<file path="src/rtl/pc_gen.sv">
// Program-counter generator: next-PC select, fetch handshake,
// alignment/external trap entry, EPC and retired counter.
module pc_gen #(
  parameter int unsigned          ADDR_W    = 32,
  parameter logic [ADDR_W-1:0]    RESET_VEC = 'h1000,
  parameter logic [ADDR_W-1:0]    TRAP_VEC  = 'h2000,
  parameter int unsigned          IALIGN    = 4,
  parameter int unsigned          CNT_W     = 32
) (
  input  logic              clk,
  input  logic              rst,
  input  logic [2:0]        pc_src,
  input  logic [ADDR_W-1:0] tar_addr,
  input  logic [ADDR_W-1:0] alu_res,
  input  logic              alu_zero,
  input  logic              alu_lt,
  input  logic              stall,
  input  logic              trap_req,
  input  logic              pc_ready,
  output logic [ADDR_W-1:0] pc_out,
  output logic              pc_valid,
  output logic [ADDR_W-1:0] epc,
  output logic              trap_taken,
  output logic [1:0]        trap_cause,
  output logic [CNT_W-1:0]  retired
);

  typedef enum logic [1:0] {
    S_BOOT,
    S_RUN,
    S_TRAP
  } state_e;

  localparam logic [2:0] SRC_SEQ  = 3'b000;
  localparam logic [2:0] SRC_BEQ  = 3'b001;
  localparam logic [2:0] SRC_BNE  = 3'b010;
  localparam logic [2:0] SRC_JAL  = 3'b011;
  localparam logic [2:0] SRC_JALR = 3'b100;
  localparam logic [2:0] SRC_BLT  = 3'b101;
  localparam logic [2:0] SRC_BGE  = 3'b110;
  localparam logic [2:0] SRC_MRET = 3'b111;

  localparam logic [1:0] CAUSE_NONE = 2'd0;
  localparam logic [1:0] CAUSE_MISA = 2'd1;
  localparam logic [1:0] CAUSE_EXT  = 2'd2;

  state_e              state_q, state_d;
  logic [ADDR_W-1:0]   pc_q, pc_d;
  logic [ADDR_W-1:0]   epc_q, epc_d;
  logic [1:0]          cause_q, cause_d;
  logic                tk_q, tk_d;
  logic [CNT_W-1:0]    ret_q, ret_d;

  logic [ADDR_W-1:0]   seq_pc;
  logic [ADDR_W-1:0]   target;
  logic [ADDR_W-1:0]   next_pc;
  logic                taken;
  logic                misa;
  logic                valid;
  logic                advance;

  assign valid   = (state_q == S_RUN);
  assign advance = valid & pc_ready & ~stall & ~trap_req;
  assign seq_pc  = pc_q + ADDR_W'(4);

  always_comb begin
    target = tar_addr;
    taken  = 1'b0;
    unique case (pc_src)
      SRC_SEQ:  taken = 1'b0;
      SRC_BEQ:  taken = alu_zero;
      SRC_BNE:  taken = ~alu_zero;
      SRC_JAL:  taken = 1'b1;
      SRC_JALR: begin
        taken  = 1'b1;
        target = alu_res & ~ADDR_W'(1);
      end
      SRC_BLT:  taken = alu_lt;
      SRC_BGE:  taken = ~alu_lt;
      SRC_MRET: begin
        taken  = 1'b1;
        target = epc_q;
      end
      default:  taken = 1'b0;
    endcase
  end

  // Only a taken target can fault; the +4 path wraps silently.
  always_comb begin
    if (IALIGN == 2) misa = taken & target[0];
    else             misa = taken & (|target[1:0]);
    next_pc = taken ? target : seq_pc;
  end

  always_comb begin
    state_d = state_q;
    pc_d    = pc_q;
    epc_d   = epc_q;
    cause_d = cause_q;
    tk_d    = 1'b0;
    ret_d   = ret_q;
    unique case (state_q)
      S_BOOT: begin
        if (trap_req) begin
          state_d = S_TRAP;
          epc_d   = pc_q;
          pc_d    = TRAP_VEC;
          cause_d = CAUSE_EXT;
          tk_d    = 1'b1;
        end else begin
          state_d = S_RUN;
        end
      end
      S_RUN: begin
        if (trap_req) begin
          state_d = S_TRAP;
          epc_d   = pc_q;
          pc_d    = TRAP_VEC;
          cause_d = CAUSE_EXT;
          tk_d    = 1'b1;
        end else if (advance && misa) begin
          state_d = S_TRAP;
          epc_d   = pc_q;
          pc_d    = TRAP_VEC;
          cause_d = CAUSE_MISA;
          tk_d    = 1'b1;
        end else if (advance) begin
          pc_d  = next_pc;
          ret_d = ret_q + CNT_W'(1);
        end
      end
      S_TRAP: state_d = S_RUN;
      default: state_d = S_BOOT;
    endcase
  end

  always_ff @(posedge clk) begin
    if (rst) begin
      state_q <= S_BOOT;
      pc_q    <= RESET_VEC;
      epc_q   <= '0;
      cause_q <= CAUSE_NONE;
      tk_q    <= 1'b0;
      ret_q   <= '0;
    end else begin
      state_q <= state_d;
      pc_q    <= pc_d;
      epc_q   <= epc_d;
      cause_q <= cause_d;
      tk_q    <= tk_d;
      ret_q   <= ret_d;
    end
  end

  assign pc_out     = pc_q;
  assign pc_valid   = valid;
  assign epc        = epc_q;
  assign trap_taken = tk_q;
  assign trap_cause = cause_q;
  assign retired    = ret_q;

endmodule

</file>
<file path="config.mk">
export PLATFORM = sky130hd
export DESIGN_NAME = pc_gen
export DESIGN_NICKNAME = d
export VERILOG_FILES = /design/src/rtl/pc_gen.sv
export SDC_FILE = /design/constraint.sdc
export NUM_CORES = 1
export LEC_CHECK = 0
export CORE_ASPECT_RATIO = 1.25
export CORE_UTILIZATION = 50
export CTS_BUF_LIST = sky130_fd_sc_hd__clkbuf_16
export DETAILED_ROUTE_END_ITERATION = 10
export GPL_TIMING_DRIVEN = 0
export HOLD_SLACK_MARGIN = 0.05
export PLACE_DENSITY = 0.95
export RECOVER_POWER = 50
export SYNTH_ARGS = -nofsm -noshare
export SYNTH_HDL_FRONTEND = slang
export SYNTH_SLANG_ARGS = --single-unit
</file>
<file path="constraint.sdc">
create_clock -name clk -period 3.8 [get_ports clk]
set_input_delay 0.76 -clock clk [delete_from_list [all_inputs] [get_ports clk]]
set_output_delay 0.76 -clock clk [all_outputs]
set_load 0.05 [all_outputs]
</file>
==> reports/summary.md <==
The count of endpoints failing hold in the final timing report was 0; the clock period minus worst slack was 3453 ps. The top routing layer in use was met4. Dividing the detail-routed wire length by the instance count gives 18.77 um. Counting every instance in the synthesized netlist gives 731.

The run gives 101 as the number of sinks on the clock net. Clock latency at the later pin of the worst-skew pair: 350 ps. The most instantiated flip-flop cell in the synthesis netlist is dfxtp_1. The slowest cell on the critical path was o31ai_2. The detailed router finished its first iteration with 1,070 violations. The normalized max-slew margin was 0.4156. The tree is rooted in a clkbuf_16.

The core region is 10,670 um^2. The global-route total usage across every layer is 0.3467. Walking the worst path, the cells encountered are clkdlybuf4s50_1 -> clkbuf_1 -> a31oi_1 -> nand2_1 -> o31ai_2 -> clkbuf_1 -> nand2_1 -> a21oi_1. The number of antenna diodes in the final layout is 0. STA classifies the critical path endpoint as a flop. The final number of setup-violating endpoints is 0. Critical path startpoint category: a primary input. Fraction of synthesized area in multiplexers: 0.003640. Once the clock tree was built, the setup fixing pass inserted 0 buffers. The share of the cycle needed by the critical path after routing came out at 0.9086.

The run gives 0.450 as the fraction of power consumed by sequential logic. In the post-synthesis netlist, the cell with the most instances is nand2_1. By area, the combinational part of the netlist is dominated by compound AO/OA/AOI/OAI gates. The share of the synthesized area in compound gates (AO/OA/AOI/OAI) is 0.3087. The largest fanout on the critical path works out to 10. The via-per-instance ratio was 6.444; the total count of max-transition violations in the final report was 0.

Buffers placed on the I/O ports in this run total 170. For this run, the number of standard cells in the final layout without fillers is 1,049. The portion of total power attributed to the clock network is 0.376, and the first-pass detailed-route iteration total is 8. The tools report the cell area after synthesis as 5500 um^2. The flow ran to the end, and the final reports show no timing, DRC or antenna violations. The tools report the register area share after synthesis as 0.3676.

Cell type with the highest aggregate area in the netlist: dfxtp_1. The share of post-route cells with drive strength above 1 was 0.03926. The analysis attributes to net switching a power of 672.4 uW. In the final routing, the length of wire on met1 measures 7.128 mm. The number of clock buffers added by TritonCTS is 9. The run gives 289.6 MHz as the top achievable clock speed. After detailed placement, the total cell area comes to 7367 um^2.

The internal portion of the total power is 1729 uW. The logs give 0 for the initial antenna violation count and 0.174 for the power share of the combinational group. The logs give 7650 um^2 for the finished layout cell area and 0 for the number of warnings issued by yosys. The pin count of the biggest net entering global routing is 16. The number of buffers and inverters on the critical path is 3. In the synthesized netlist, the cells that appear most often are 115 x nand2_1, 101 x dfxtp_1, 93 x a21oi_1.

Number of cell rows: 42. Power comes to 2401 uW. The synthesized netlist contains 59 unique library cells. At the end of the flow, the number of nets in the layout was 988. The delay of the slowest cell on the worst path came out at 620 ps. In the routed design, unresolved DRC markers number 0. Across all register-to-register paths, the minimum setup slack is 1100 ps. In this run, synthesis inferred 0 flip-flops with an integrated enable. The synthesized-area fraction occupied by adder cells is 0.004550.

The critical path start-end classification is in2reg. The detailed router placed 6,760 vias in this run. For this run the aggregate overflow at the end of global routing stands at 0. For the detailed route wirelength on metal3, the log shows 2.292 mm. The floorplan step defined a die boundary enclosing 11,430 um^2. The area share of the largest cell type after synthesis is 0.3676. Setup repair after global routing left no endpoint under its margin. The die is 95.81 um wide. Share of synthesized flip-flops with an asynchronous set or reset: 0. The relative area change from synthesis to final layout works out to 39.08%. The first global-routing pass estimated 30.82 mm of wire.

The run gives 0.7171 as the post-route core utilization. For the worst setup path, the data required time is 4080 ps. The tool flagged a number of max-cap violations equal to 0.

The run gives 0 as the total of cells resized after clock tree synthesis. A synthesized cell averages 7.524 um^2. For the placed instance count, the log shows 1,033. Counting along the longest clock path gives a buffer depth of 2. Summed over all failing endpoints, the final setup total negative slack is 0 ps. The worst-case IR drop observed on VDD is 0.0002186 V. Sorting the synthesized cells by area gives the leading types as dfxtp_1 37%, a21oi_1 8.5%, nand2_1 7.8%.

The run gives 0.002787 uW as the leakage power. Number of routed nets with antenna violations: 0. The data arrival time of the critical path came out at 3730 ps.

The logs give 13.94 mm for the placed wire-length estimate and 0.5156 for the initial core utilization. The actual transition at the worst max-transition pin was 876.6 ps. The tools report the cts-stage hold buffer count as 0. For this block, the routed nets add up to 19.69 mm of wire. TritonCTS built the clock tree. The chip height works out to 119.3 um. The run gives 9.297 mm as the met2 routed wirelength. Clock-pin slew was measured on the worst setup and hold paths at 70 ps.

The weighted congestion at the end of routability-driven global placement is 0.9627. On the critical path the largest part of the delay comes from buffers and inverters. The total I/O pin count was 174; the simple-gate share of the synthesized area was 0.2348. The logs give 807 for the net count of the mapped netlist and 9.842 ps for the final worst clock skew.

In this run the number of H-tree levels came out at 3. In this run the power density over the cells is 313.9 nW/um^2. The synthesized design contains 101 register bits. The xor/xnor cell area share of the yosys netlist came out at 0.02389.

The switching share of total power is 0.2800. The min-delay analysis places its worst path in the category reg2reg. The run gives 6,297 as the number of global-route vias before repair.
-- flip-flops by register name, indices dropped and copies added (netlist names) --
| register | cells |
|---|---|
| epc | 32 |
| pc_out | 32 |
| retired | 32 |
| state_q | 2 |
| trap_cause | 2 |
| trap_taken | 1 |
-- per-layer routing --
layer	GRT usage	vias up
met5	0	-
met4	0.1856	0
met3	0.07088	104
met2	0.5714	501
met1	0.4154	3101
li1	-	3054
-- kinds of logic after synthesis --
family / Yosys count
compound gates: 256
xor+xnor: 15
fa+ha+maj: 2
buf+inv: 80
flops: 101
mux: 2
simple gates: 275
-- cell type report --
class	instances	area, um^2
fillers	812	3018
well taps	132	165.2
repair buffers	170	1702
multi-input cells	550	3166
clock inverters	7	57.56
clock buffers	9	225.2
inverters	31	116.4
flip-flops and latches	101	2022
plain buffers	49	196.4
-- stage by stage --
stage,hold slack (ps),setup slack (ps)
6_report,469.6,347.3
5_1_grt,482.9,217.0
4_1_cts,471.3,441.3
3_5_place_dp,455.9,90.71
3_3_place_gp,443.8,178.9
2_1_floorplan,440.3,1206
-- power groups by stage --
stage          clock network, uW  registers, uW  logic (uW)
2_1_floorplan                  0           1130         201
3_3_place_gp                   0           1100         397
5_1_grt                      947           1080         441
6_report                     902           1080         418
3_5_place_dp                   0           1100         403
4_1_cts                      895           1080         407
-- tightest hold or removal path, delay by kind of cell, from the launching register on --
kind | cells | cell delay [ps]
flip-flops | 1 | 310
AND/OR/NAND/NOR | 1 | 60
AO/OA/AOI/OAI | 1 | 60
-- cell usage in the layout, fill, tap and decap left out, types with 4 or more instances in the layout --
cell type,Yosys,routed
a21oi_1,93,93
a22oi_1,18,18
a31oi_1,7,7
and2_1,7,7
and3_1,9,9
and4_1,4,4
buf_1,4,4
buf_2,10,10
clkbuf_1,35,35
clkbuf_16,0,9
clkdlybuf4s50_1,0,70
clkinv_2,0,4
dfxtp_1,101,101
dlygate4sd3_1,0,100
inv_1,30,31
nand2_1,115,115
nand2b_1,4,4
nand3_1,26,26
nand4_1,6,6
nor2_1,50,50
nor2b_1,4,4
nor3_1,15,15
nor4_1,6,6
o2111ai_1,5,5
o211ai_1,13,13
o21ai_0,25,25
o21ai_1,9,9
o221ai_1,11,11
o22ai_1,17,17
o31a_1,10,10
o31ai_1,6,6
o32ai_1,18,18
or3_1,15,15
or4_1,4,4
xnor2_1,4,4
xor2_1,11,11
-- final timing paths --
path                              startpoint                          to  depth (start not counted)
setup / recovery                   pc_src[2]        epc[27]$_SDFFE_PP0P_                          8
hold / removal    trap_cause[0]$_SDFFE_PP0P_  trap_cause[0]$_SDFFE_PP0P_                          2
setup reg to reg      pc_out[2]$_SDFFE_PP0P_     pc_out[28]$_SDFFE_PP0P_                          8
hold reg to reg   trap_cause[0]$_SDFFE_PP0P_  trap_cause[0]$_SDFFE_PP0P_                          2
No activity file was read; power rests on OpenSTA's default activity.
